<file path="src/rtl/cpu_ctrl_pkg.sv">
// ============================================================================
// cpu_ctrl_pkg : opcode, state and datapath-select encodings for the RV32I sequencer
// Revision 1.0
// ============================================================================
`default_nettype none

package cpu_ctrl_pkg;

  localparam logic [6:0] OP_R      = 7'h33;
  localparam logic [6:0] OP_I      = 7'h13;
  localparam logic [6:0] OP_LOAD   = 7'h03;
  localparam logic [6:0] OP_STORE  = 7'h23;
  localparam logic [6:0] OP_BRANCH = 7'h63;
  localparam logic [6:0] OP_JAL    = 7'h6F;
  localparam logic [6:0] OP_JALR   = 7'h67;
  localparam logic [6:0] OP_SYSTEM = 7'h73;

  typedef enum logic [2:0] {
    ST_FETCH  = 3'd0,
    ST_DECODE = 3'd1,
    ST_EXEC   = 3'd2,
    ST_MEM    = 3'd3,
    ST_WB     = 3'd4,
    ST_HALT   = 3'd5
  } state_t;

  localparam logic [1:0] ALU_OP_ADD    = 2'b00;
  localparam logic [1:0] ALU_OP_BRANCH = 2'b01;
  localparam logic [1:0] ALU_OP_FUNCT  = 2'b10;

  localparam logic [1:0] PC_SRC_PC4  = 2'b00;
  localparam logic [1:0] PC_SRC_IMM  = 2'b01;
  localparam logic [1:0] PC_SRC_JALR = 2'b10;

  localparam logic [1:0] WB_SEL_ALU = 2'b00;
  localparam logic [1:0] WB_SEL_MDR = 2'b01;
  localparam logic [1:0] WB_SEL_PC4 = 2'b10;

  localparam logic [1:0] SRC_B_RS2  = 2'b00;
  localparam logic [1:0] SRC_B_IMM  = 2'b01;
  localparam logic [1:0] SRC_B_FOUR = 2'b10;

  // Combinational strobe/select bundle driven by the sequencer decode.
  typedef struct packed {
    logic       mem_read;
    logic       mem_write;
    logic       iord;
    logic       ir_write;
    logic       reg_write;
    logic [1:0] wb_sel;
    logic       alu_src_a;
    logic [1:0] alu_src_b;
    logic [1:0] alu_op;
    logic       pc_write;
    logic       pc_write_cond;
    logic [1:0] pc_source;
    logic       illegal_instr;
  } ctrl_t;

endpackage

`default_nettype wire

</file>
<file path="src/rtl/mem_wait_timer.sv">
// ============================================================================
// mem_wait_timer : counts memory wait cycles, flags the last allowed wait cycle
// Revision 1.0
// ============================================================================
`default_nettype none

module mem_wait_timer #(
  parameter int MEM_TIMEOUT = 255
) (
  input  logic clk,
  input  logic reset_n,
  input  logic clear,
  input  logic enable,
  output logic expired
);

  generate
    if (MEM_TIMEOUT > 0) begin : g_timer
      localparam int W = $clog2(MEM_TIMEOUT + 1);
      localparam logic [W-1:0] LIMIT = W'(MEM_TIMEOUT - 1);

      logic [W-1:0] count;

      always_ff @(posedge clk or negedge reset_n) begin
        if (!reset_n) begin
          count <= '0;
        end else if (clear) begin
          count <= '0;
        end else if (enable) begin
          count <= count + W'(1);
        end
      end

      // Expires on the MEM_TIMEOUT-th consecutive waiting cycle.
      assign expired = enable && (count == LIMIT);
    end else begin : g_no_timer
      assign expired = 1'b0;
    end
  endgenerate

endmodule

`default_nettype wire

</file>
<file path="src/rtl/multicycle_control_unit.sv">
// ============================================================================
// multicycle_control_unit : FETCH/DECODE/EXEC/MEM/WB sequencer for multi-cycle RV32I
// Revision 1.0
// ============================================================================
`default_nettype none

module multicycle_control_unit
  import cpu_ctrl_pkg::*;
#(
  parameter int MEM_TIMEOUT = 255
) (
  input  logic       clk,
  input  logic       reset_n,
  input  logic [6:0] opcode,
  input  logic       bcond,
  input  logic       halt_cond,
  input  logic       mem_ready,
  output logic       mem_read,
  output logic       mem_write,
  output logic       iord,
  output logic       ir_write,
  output logic       reg_write,
  output logic [1:0] wb_sel,
  output logic       alu_src_a,
  output logic [1:0] alu_src_b,
  output logic [1:0] alu_op,
  output logic       pc_write,
  output logic       pc_write_cond,
  output logic [1:0] pc_source,
  output logic       illegal_instr,
  output logic       mem_error,
  output logic       is_halted
);

  state_t state;
  state_t next_state;
  ctrl_t  ctrl;
  ctrl_t  ctrl_gated;
  logic   waiting;
  logic   timeout;
  logic   mem_error_flag;

  assign waiting = ((state == ST_FETCH) || (state == ST_MEM)) && !mem_ready;

  mem_wait_timer #(
    .MEM_TIMEOUT (MEM_TIMEOUT)
  ) u_mem_wait_timer (
    .clk     (clk),
    .reset_n (reset_n),
    .clear   (!waiting),
    .enable  (waiting),
    .expired (timeout)
  );

  always_ff @(posedge clk or negedge reset_n) begin
    if (!reset_n) begin
      state          <= ST_FETCH;
      mem_error_flag <= 1'b0;
    end else begin
      state <= next_state;
      if (timeout) begin
        mem_error_flag <= 1'b1;
      end
    end
  end

  always_comb begin
    ctrl       = '0;
    next_state = state;
    case (state)
      ST_FETCH: begin
        ctrl.mem_read = 1'b1;
        if (mem_ready) begin
          ctrl.ir_write = 1'b1;
          next_state    = ST_DECODE;
        end else if (timeout) begin
          next_state = ST_HALT;
        end
      end
      ST_DECODE: begin
        case (opcode)
          OP_R, OP_I, OP_LOAD, OP_STORE, OP_BRANCH, OP_JAL, OP_JALR: begin
            next_state = ST_EXEC;
          end
          OP_SYSTEM: begin
            if (halt_cond) begin
              next_state = ST_HALT;
            end else begin
              ctrl.pc_write  = 1'b1;
              ctrl.pc_source = PC_SRC_PC4;
              next_state     = ST_FETCH;
            end
          end
          default: begin
            ctrl.illegal_instr = 1'b1;
            ctrl.pc_write      = 1'b1;
            ctrl.pc_source     = PC_SRC_PC4;
            next_state         = ST_FETCH;
          end
        endcase
      end
      ST_EXEC: begin
        ctrl.alu_src_a = 1'b1;
        case (opcode)
          OP_R: begin
            ctrl.alu_src_b = SRC_B_RS2;
            ctrl.alu_op    = ALU_OP_FUNCT;
            next_state     = ST_WB;
          end
          OP_I: begin
            ctrl.alu_src_b = SRC_B_IMM;
            ctrl.alu_op    = ALU_OP_FUNCT;
            next_state     = ST_WB;
          end
          OP_LOAD, OP_STORE: begin
            ctrl.alu_src_b = SRC_B_IMM;
            ctrl.alu_op    = ALU_OP_ADD;
            next_state     = ST_MEM;
          end
          OP_BRANCH: begin
            // Taken loads PC+imm via pc_write_cond; not-taken loads PC+4 via pc_write.
            ctrl.alu_src_b     = SRC_B_RS2;
            ctrl.alu_op        = ALU_OP_BRANCH;
            ctrl.pc_write_cond = 1'b1;
            if (bcond) begin
              ctrl.pc_source = PC_SRC_IMM;
            end else begin
              ctrl.pc_write  = 1'b1;
              ctrl.pc_source = PC_SRC_PC4;
            end
            next_state = ST_FETCH;
          end
          OP_JAL, OP_JALR: begin
            ctrl.alu_src_b = SRC_B_IMM;
            ctrl.alu_op    = ALU_OP_ADD;
            next_state     = ST_WB;
          end
          default: begin
            next_state = ST_FETCH;
          end
        endcase
      end
      ST_MEM: begin
        ctrl.iord = 1'b1;
        if (opcode == OP_STORE) begin
          ctrl.mem_write = 1'b1;
        end else begin
          ctrl.mem_read = 1'b1;
        end
        if (mem_ready) begin
          if (opcode == OP_STORE) begin
            ctrl.pc_write  = 1'b1;
            ctrl.pc_source = PC_SRC_PC4;
            next_state     = ST_FETCH;
          end else begin
            next_state = ST_WB;
          end
        end else if (timeout) begin
          next_state = ST_HALT;
        end
      end
      ST_WB: begin
        ctrl.reg_write = 1'b1;
        ctrl.pc_write  = 1'b1;
        case (opcode)
          OP_LOAD: begin
            ctrl.wb_sel    = WB_SEL_MDR;
            ctrl.pc_source = PC_SRC_PC4;
          end
          OP_JAL: begin
            ctrl.wb_sel    = WB_SEL_PC4;
            ctrl.pc_source = PC_SRC_IMM;
          end
          OP_JALR: begin
            ctrl.wb_sel    = WB_SEL_PC4;
            ctrl.pc_source = PC_SRC_JALR;
          end
          default: begin
            ctrl.wb_sel    = WB_SEL_ALU;
            ctrl.pc_source = PC_SRC_PC4;
          end
        endcase
        next_state = ST_FETCH;
      end
      ST_HALT: begin
        next_state = ST_HALT;
      end
      default: begin
        next_state = ST_FETCH;
      end
    endcase
  end

  // Reset forces every output low immediately, so an aborted access never strobes.
  assign ctrl_gated    = reset_n ? ctrl : '0;
  assign mem_read      = ctrl_gated.mem_read;
  assign mem_write     = ctrl_gated.mem_write;
  assign iord          = ctrl_gated.iord;
  assign ir_write      = ctrl_gated.ir_write;
  assign reg_write     = ctrl_gated.reg_write;
  assign wb_sel        = ctrl_gated.wb_sel;
  assign alu_src_a     = ctrl_gated.alu_src_a;
  assign alu_src_b     = ctrl_gated.alu_src_b;
  assign alu_op        = ctrl_gated.alu_op;
  assign pc_write      = ctrl_gated.pc_write;
  assign pc_write_cond = ctrl_gated.pc_write_cond;
  assign pc_source     = ctrl_gated.pc_source;
  assign illegal_instr = ctrl_gated.illegal_instr;
  assign mem_error     = reset_n && mem_error_flag;
  assign is_halted     = reset_n && (state == ST_HALT);

endmodule

`default_nettype wire

</file>
<file path="config.mk">
export PLATFORM = sky130hd
export DESIGN_NAME = multicycle_control_unit
export DESIGN_NICKNAME = d
export VERILOG_FILES = /design/src/rtl/cpu_ctrl_pkg.sv /design/src/rtl/mem_wait_timer.sv /design/src/rtl/multicycle_control_unit.sv
export SDC_FILE = /design/constraint.sdc
export NUM_CORES = 1
export LEC_CHECK = 0
export CORE_MARGIN = 3
export CORE_UTILIZATION = 25
export CTS_CLUSTER_SIZE = 10
export DETAILED_ROUTE_END_ITERATION = 10
export PLACE_DENSITY_LB_ADDON = 0.15
export SYNTH_ARGS = -nofsm -noshare
export SYNTH_HDL_FRONTEND = slang
export SYNTH_SLANG_ARGS = --single-unit
</file>
<file path="constraint.sdc">
create_clock -name clk -period 2.2 [get_ports clk]
set_clock_uncertainty 0.15 [all_clocks]
set_input_delay 0.44 -clock clk [delete_from_list [all_inputs] [get_ports clk]]
set_output_delay 0.44 -clock clk [all_outputs]
set_load 0.02 [all_outputs]
</file>
==> results of run 1 <==
[through the flow]
stage / instances / util (%) / cell area [um^2] / power, mW
after global routing: 222 / 45.1 / 1560 / 0.612
after CTS: 219 / 42.8 / 1490 / 0.574
after global placement: 214 / 41.8 / 1450 / 0.378
final: 222 / 45.1 / 1560 / 0.574
after floorplan: 115 / - / 928 / 0.299
after detailed placement: 214 / 41.8 / 1450 / 0.379
[worst max-delay path, cell delays in order]
cell       delay [ns]
buf_8            0.10
nand4bb_4        0.24
or3_4            0.36
a211oi_2         0.23
o311a_1          0.22
buf_6            0.12
[logic make-up after synthesis]
group,after synthesis,share of synthesized area (%)
AND/OR/NAND/NOR,66,39.1
AO/OA/AOI/OAI,19,14.6
flip-flops,12,32.3
buffers and inverters,10,6.20
XOR/XNOR,5,4.72
adder cells (fa/ha/maj),2,2.69
other,1,0.404
[placed cells by master (no fill, tap or decap), types with 2 or more instances in the layout]
master           synthesis  layout
nand3_1                  8       6
clkbuf_2                 0       4
o21ai_0                  4       4
buf_4                    1      30
nand3_2                  0       2
a21oi_1                  4       4
ha_1                     2       2
nor2_4                   0       2
inv_1                    5       5
clkdlybuf4s15_1          0       2
nand2b_1                 4       3
buf_2                    1      11
nand4_1                  2       2
nor3_2                   1       2
clkbuf_8                 0       3
clkdlybuf4s50_1          0       2
nor2_1                  17      16
xnor2_1                  2       2
buf_6                    2       7
nor3_1                   7       5
dlygate4sd2_1            0       3
a211o_1                  2       2
or3_1                    3       2
nand2_1                 13      13
dfrtp_1                 12      12
xor2_1                   3       3
[registers in the layout, summed over array words and instances (netlist names)]
signal / cells
u_mem_wait_timer.g_timer.count: 8
state: 3
mem_error_flag: 1
[worst min path at each step]
stage	startpoint	to	depth (start not counted)
2_1_floorplan	reset_n	mem_error_flag$_DFFE_PN0P_	0
3_3_place_gp	mem_error_flag$_DFFE_PN0P_	mem_error_flag$_DFFE_PN0P_	1
3_5_place_dp	mem_error_flag$_DFFE_PN0P_	mem_error_flag$_DFFE_PN0P_	1
4_1_cts	reset_n	state[1]$_DFF_PN0_	3
5_1_grt	reset_n	u_mem_wait_timer.g_timer.count[5]$_DFF_PN0_	3
6_report	reset_n	u_mem_wait_timer.g_timer.count[7]$_DFF_PN0_	3
[layer usage]
metal  vias up  track usage [%]
li1        523                -
met1       494             16.3
met2        30             23.8
met3         4             1.85
met4         0             5.57
met5         -                0
[timing repair]
action,in CTS,in global routing
setup buffers,2,3
endpoints found under the setup margin,18,11
gates resized for setup,98,24
hold buffers,0,0
pin swaps,9,8
gates cloned,0,0
[power groups by stage]
stage / logic, mW / registers, mW / clock network (mW)
after CTS: 0.138 / 0.234 / 0.202
after global routing: 0.159 / 0.235 / 0.218
after floorplan: 0.0631 / 0.236 / 0
after global placement: 0.141 / 0.237 / 0
final: 0.146 / 0.234 / 0.194
after detailed placement: 0.141 / 0.237 / 0
[area by class of cell]
| type | instances | area [um^2] | area share, % |
|---|---|---|---|
| Multi-Input combinational cell | 93 | 658 | 42.1 |
| Timing Repair Buffer | 62 | 484 | 31.0 |
| Sequential cell | 12 | 300 | 19.2 |
| Tap cell | 46 | 57.6 | 3.68 |
| Clock buffer | 3 | 41.3 | 2.64 |
| Inverter | 6 | 22.5 | 1.44 |
==> metrics.md, run 1 <==
| Metric | Value |
|---|---|
| Count of pins over their slew limit | 0 |
| Tmin final | 2.29 ns |
| Fmax | 0.437 GHz |
| CTS tree | yes |
| Worst setup path class | input port to primary output |
| # setup viols final | 1 |
| CP arrival | 1.70 ns |
| Worst-skew pair later-pin latency | ~0.24 ns |
| IO Port Bufs | 29 |
| Total number of vias | 1,051 |
| Seq pwr share | 40.7% |
| First-pass GRT wire length | 4660 um |
| HP Class | input port to asynchronous set/reset pin |
| Remaining Overflow, GRT | 0 |
| Hold Slack | roughly 0.29 ns |
| Failing checks | negative setup slack |
| Detailed Route Iter0 Violations | 20 |
| Mapped Cells | 115 |
| CTS Root Buffer Type | clkbuf_8 |
| Worst setup path startpoint | opcode[3] |
| Average size of a mapped cell | 8.07 um^2 |
| Post-DP HPWL | between 2000 and 2500 um |
| CP endpoint kind | primary output |
| Post-Place Worst Slack | -0.911 ns |
| Highest metal used | met4 |
| Std cell rows | 21 |
| Pint | around 0.42 mW |
| Largest net degree at the start of global routing | 16 |
| Post-synthesis cell type count | 41 |
| # H-tree levels | 1 |
| Core ar. | about 3500 um^2 |
| Fraction of registers with async set/reset | 100% |
| Crit Path Max Fanout | 3 |
| Sw Ratio | 26.7% |
| Nature of the critical path startpoint | input port |
| Die area | 4480 um^2 |
| Reg-to-Reg Start | state[0]$_DFF_PN0_ |
| Layout cells sized above 1 | 43.8% |
| Final Hold Viols | 0 |
| Diodes inserted | 0 |
| Worst Reg-to-Reg Cells | 6 |
| Required @ worst endpoint | about 1.6 ns |
| Met3 WL post-DR | approximately 130 um |
| Post-synthesis instance area | 928 um^2 |
| NumNets Final | 192 |
| RSZ-0062 raised after global routing | true |
| Remaining DRCs | 0 |
| Setup ws final | -0.0894 ns |
| Routed wire length per instance | around 13 um |
| Area contributors post-synth | dfrtp_1 (32%), nor2_1 (6.9%), nand2_1 (5.3%) |
| Synth Register Bits | 12 |
| Initial Util | between 20% and 30% |
| Sequential share of the synthesized area | around a third |
| Routed length on met1 | 1260 um |
| Clock power frac | 33.8% |
| DRT Wirelength | 2860 um |
| Peak supply drop | 0.344 mV |
| Antenna-violating nets left | 0 |
| Initial antenna violation count | 0 |
| MaxCap Viol Count | 0 |
| Via-per-instance ratio | 4.73 |
| CP endpoint | pc_write |
| Combinational Power Share | around 26% |
| Sw power | 0.154 mW |
| Status | finished, violations left |
| Post-synth top cells | nor2_1 (17), nand2_1 (13), dfrtp_1 (12) |
| PD cells | 367 nW/um^2 |
| Worst-path clk slew | 0.05 ns |
| Clock buffer depth | 2 |
| P&R area growth vs syn | 68.5% |
| Count leader, synth | nor2_1 |
| Number of synthesized flops with an enable pin | 0 |
| # IOs | 31 |
| # clock sinks | 12 |
| Pre-Repair DR Iteration Count | 4 |
| Yosys warns | 0 |
| FF-to-FF setup slack | 0.42 ns |
| Die Span Y | 66.9 um |
| Post-route setup TNS | -0.0894 ns |
| Post-Syn Nets | 129 |
| Total CTS buffers | 3 |
| Metal2 WL | 1440 um |
| FF-to-FF End | state[2]$_DFF_PN0_ |
| Fillers | 352 |
| Die Wd | 66.9 um |
| Vias in the first global route | 1,023 |
| Post-synth top area cell | dfrtp_1 |
| Top-area cell type share of the netlist area | 32.3% |
| Ys flop type | dfrtp_1 |
| Final worst path period share | 104% |
| Overall routing resource usage | 13.5% |
| GPL Wtd Cong | between 0.8 and 0.9 |
| LEAKAGE | 0.748 nW |
(Power assumes the default switching activity.)
==> run 2, diff against run 1 <==
--- a/config.mk
+++ b/config.mk
@@ -9,6 +9,7 @@
 export CORE_UTILIZATION = 25
 export CTS_CLUSTER_SIZE = 10
 export DETAILED_ROUTE_END_ITERATION = 10
+export DONT_BUFFER_PORTS = 1
 export PLACE_DENSITY_LB_ADDON = 0.15
 export SYNTH_ARGS = -nofsm -noshare
 export SYNTH_HDL_FRONTEND = slang
==> constraint.sdc (replaced) <==
create_clock -name clk -period 2.85 [get_ports clk]
set_clock_uncertainty 0.15 [all_clocks]
set_input_delay 0.57 -clock clk [delete_from_list [all_inputs] [get_ports clk]]
set_output_delay 0.57 -clock clk [all_outputs]
set_load 0.02 [all_outputs]
==> metrics.md, run 2 (synthesis results as in run 1) <==
| Metric | Value |
|---|---|
| Commonest cells after routing, fill and taps aside | nor2_1 (17), nand2_1 (13), dfrtp_1 (12), nand3_1 (8) |
| CTS tree | yes |
| Final worst path period share | around 88% |
| Routed wire length per instance | 13.6 um (+5.3%) |
| GPL Wtd Cong | 0.713 (-14%) |
| Initial antenna violation count | 0 (unchanged) |
| Detailed Route Iter0 Violations | 41 (+110%) |
| Non-Filler Instances | 168 (-24%) |
| Nature of the critical path startpoint | register |
| Placed insts | 164 (-23%) |
| Crit-path cells | nand2b_1 -> or3b_1 -> a21oi_1 |
| # setup viols final | 0 (-1) |
| Via-per-instance ratio | 4.90 (+3.5%) |
| Tmin final | 2.51 ns |
| Count of pins over their slew limit | 0 (unchanged) |
| Worst hold stages | 1 |
| Antenna-violating nets left | 0 (unchanged) |
| CTS Root Buffer Type | clkbuf_8 |
| LEAKAGE | 0.451 nW (-40%) |
| Crit Path Max Fanout | 6 (+3) |
| Buf+Inv Stages, Crit Path | 0 (-2) |
| Crit path max-delay family | simple AND/OR/NAND/NOR gates |
| NumNets Final | 138 (-28%) |
| Combinational Power Share | 13.6% (-12 points) |
| # clock sinks | 12 (unchanged) |
| PD cells | 362 nW/um^2 (-1.4%) |
| Post-DP HPWL | 1780 um (-18%) |
| Remaining DRCs | 0 (unchanged) |
| Required @ worst endpoint | 2.13 ns (+0.52 ns) |
| IO Port Bufs | 0 (-100%) |
| Post-route setup TNS | 0 ns (+0.0894 ns) |
| RSZ-0062 raised after global routing | false |
| Layout cells sized above 1 | 14.8% (-29 points) |
| Worst slew margin | 57.1% |
| Total CTS buffers | 3 (unchanged) |
| # IOs | 31 (unchanged) |
| Fmax | approximately 0.40 GHz |
| Std cell rows | 21 (unchanged) |
| Largest net degree at the start of global routing | 13 (-3) |
| Peak supply drop | 0.214 mV (-38%) |
| Largest register FFs | 8 (unchanged) |
| Core ar. | 3470 um^2 (unchanged) |
| Initial Util | 26.8% (unchanged) |
| First-pass GRT wire length | 3790 um (-19%) |
| Commonest non-fill, non-tap cell in the layout | nor2_1 |
| Vias in the first global route | 794 (-22%) |
| Top Registers | u_mem_wait_timer.g_timer.count: 8 flops, state: 3 flops, mem_error_flag: 1 flops |
| # H-tree levels | 1 (unchanged) |
| HP Class | register to register |
| Clock buffer depth | 2 (unchanged) |
| Diodes inserted | 0 (unchanged) |
| Total number of vias | 823 (-22%) |
| Fillers | 396 (+13%) |
| CP arrival | 1.79 ns (+0.09 ns) |
| Top reg by flops | u_mem_wait_timer.g_timer.count |
| Number of stages on the worst setup path | 3 (-3) |
| Die area | 4480 um^2 (unchanged) |
| Post-Place Worst Slack | 0.398 ns (+1.31 ns) |
| Multi-input logic area | 571 um^2 (-13%) |
| Worst Reg-to-Reg Cells | 4 (-2) |
| Worst-path clk slew | 0.05 ns (about the same) |
| Sw Ratio | 24.7% (-2.1 points) |
| Power Total | 0.382 mW (-33%) |
| CP max-delay cell | or3b_1 |
| Register area | 300 um^2 (unchanged) |
| Sw power | 0.0942 mW (-39%) |
| P&R area growth vs syn | 13.6% |
| CP peak stage delay | 0.52 ns (+0.16 ns) |
| Clock power frac | 38.5% (+4.7 points) |
| Post-CTS Resized | 0 (-100%) |
| Worst slew pin tran | 0.639 ns |
| Remaining Overflow, GRT | 0 (unchanged) |
| Die Span Y | 66.9 um (unchanged) |
| MaxCap Viol Count | 0 (unchanged) |
| Seq pwr share | 47.9% (+7.2 points) |
| Status | complete, no violations |
| Final Hold Viols | 0 (unchanged) |
| Pre-Repair DR Iteration Count | 4 (unchanged) |
| Pint | 0.288 mW (-32%) |
| Worst-skew pair later-pin latency | 0.23 ns (about the same) |
| Worst setup path class | register to primary output |
| Setup ws final | 0.335 ns (+0.425 ns) |
| Util after Layout | 30.4% (-15 points) |
| CP endpoint kind | primary output |
| Die Wd | 66.9 um (unchanged) |
| DRT Wirelength | 2280 um (-20%) |
| Overall routing resource usage | 11.2% (-2.3 points) |
| FF-to-FF setup slack | 1.14 ns (+0.72 ns) |
==> run 2: cell types whose count changed in the layout (fill, tap and decap cells not counted), sizes merged <==
cell,previous run,this run
buf,49,7
clkbuf,7,3
clkdlybuf4s15,3,0
clkdlybuf4s50,2,0
dlygate4sd2,3,0
dlygate4sd3,0,1
dlymetal6s2s,1,0
==> run 2: power groups by stage <==
stage / Clock [mW] / Combinational (mW) / Sequential [mW]
after global placement: 0 / 0.0491 / 0.186
after CTS: 0.154 / 0.0532 / 0.183
after detailed placement: 0 / 0.0485 / 0.186
after floorplan: 0 / 0.0487 / 0.182
final: 0.147 / 0.0519 / 0.183
after global routing: 0.165 / 0.0588 / 0.184
==> run 2: final timing paths <==
path / startpoint / end
max in group asynchronous: reset_n / state[0]$_DFF_PN0_
min in group asynchronous: reset_n / u_mem_wait_timer.g_timer.count[2]$_DFF_PN0_
min reg2reg: mem_error_flag$_DFFE_PN0P_ / mem_error_flag$_DFFE_PN0P_
max reg2reg: state[0]$_DFF_PN0_ / state[2]$_DFF_PN0_
max: state[2]$_DFF_PN0_ / alu_src_b[0]
min: mem_error_flag$_DFFE_PN0P_ / mem_error_flag$_DFFE_PN0P_
==> run 2: final cells by class <==
class	instances	area share [%]
clock buffer	3	3.91
inverter	6	2.14
multi-input combinational	93	54.1
sequential	12	28.5
tap	46	5.46
timing repair buffer	8	5.93
==> run 2: routing by layer <==
metal  GRT usage (%)  part of all wire (%)  up-vias
met5               0                     0        -
met4            5.32                   1.1        0
met3            2.53                   8.8        4
met2            18.3                    48       29
met1            13.9                    42      372
li1                -                     -      418
==> run 2: stage by stage <==
stage | hold WS [ns] | cell area (um^2)
after floorplan | 0.124 | 928
after global placement | 0.125 | 1000
after detailed placement | 0.125 | 1000
after CTS | 0.314 | 1050
after global routing | 0.322 | 1050
final | 0.308 | 1050
==> run 2: worst reg2reg max path, cell delays in order, from the launching register on <==
cell	delay [ns]
dfrtp_1	0.48
or2_1	0.30
a211o_1	0.39
nand2b_1	0.22
nand4_1	0.10
==> run 2: what timing repair did <==
action	CTS	global route
hold buffers	1	0
setup buffers	0	0
hold endpoints to repair	12	0
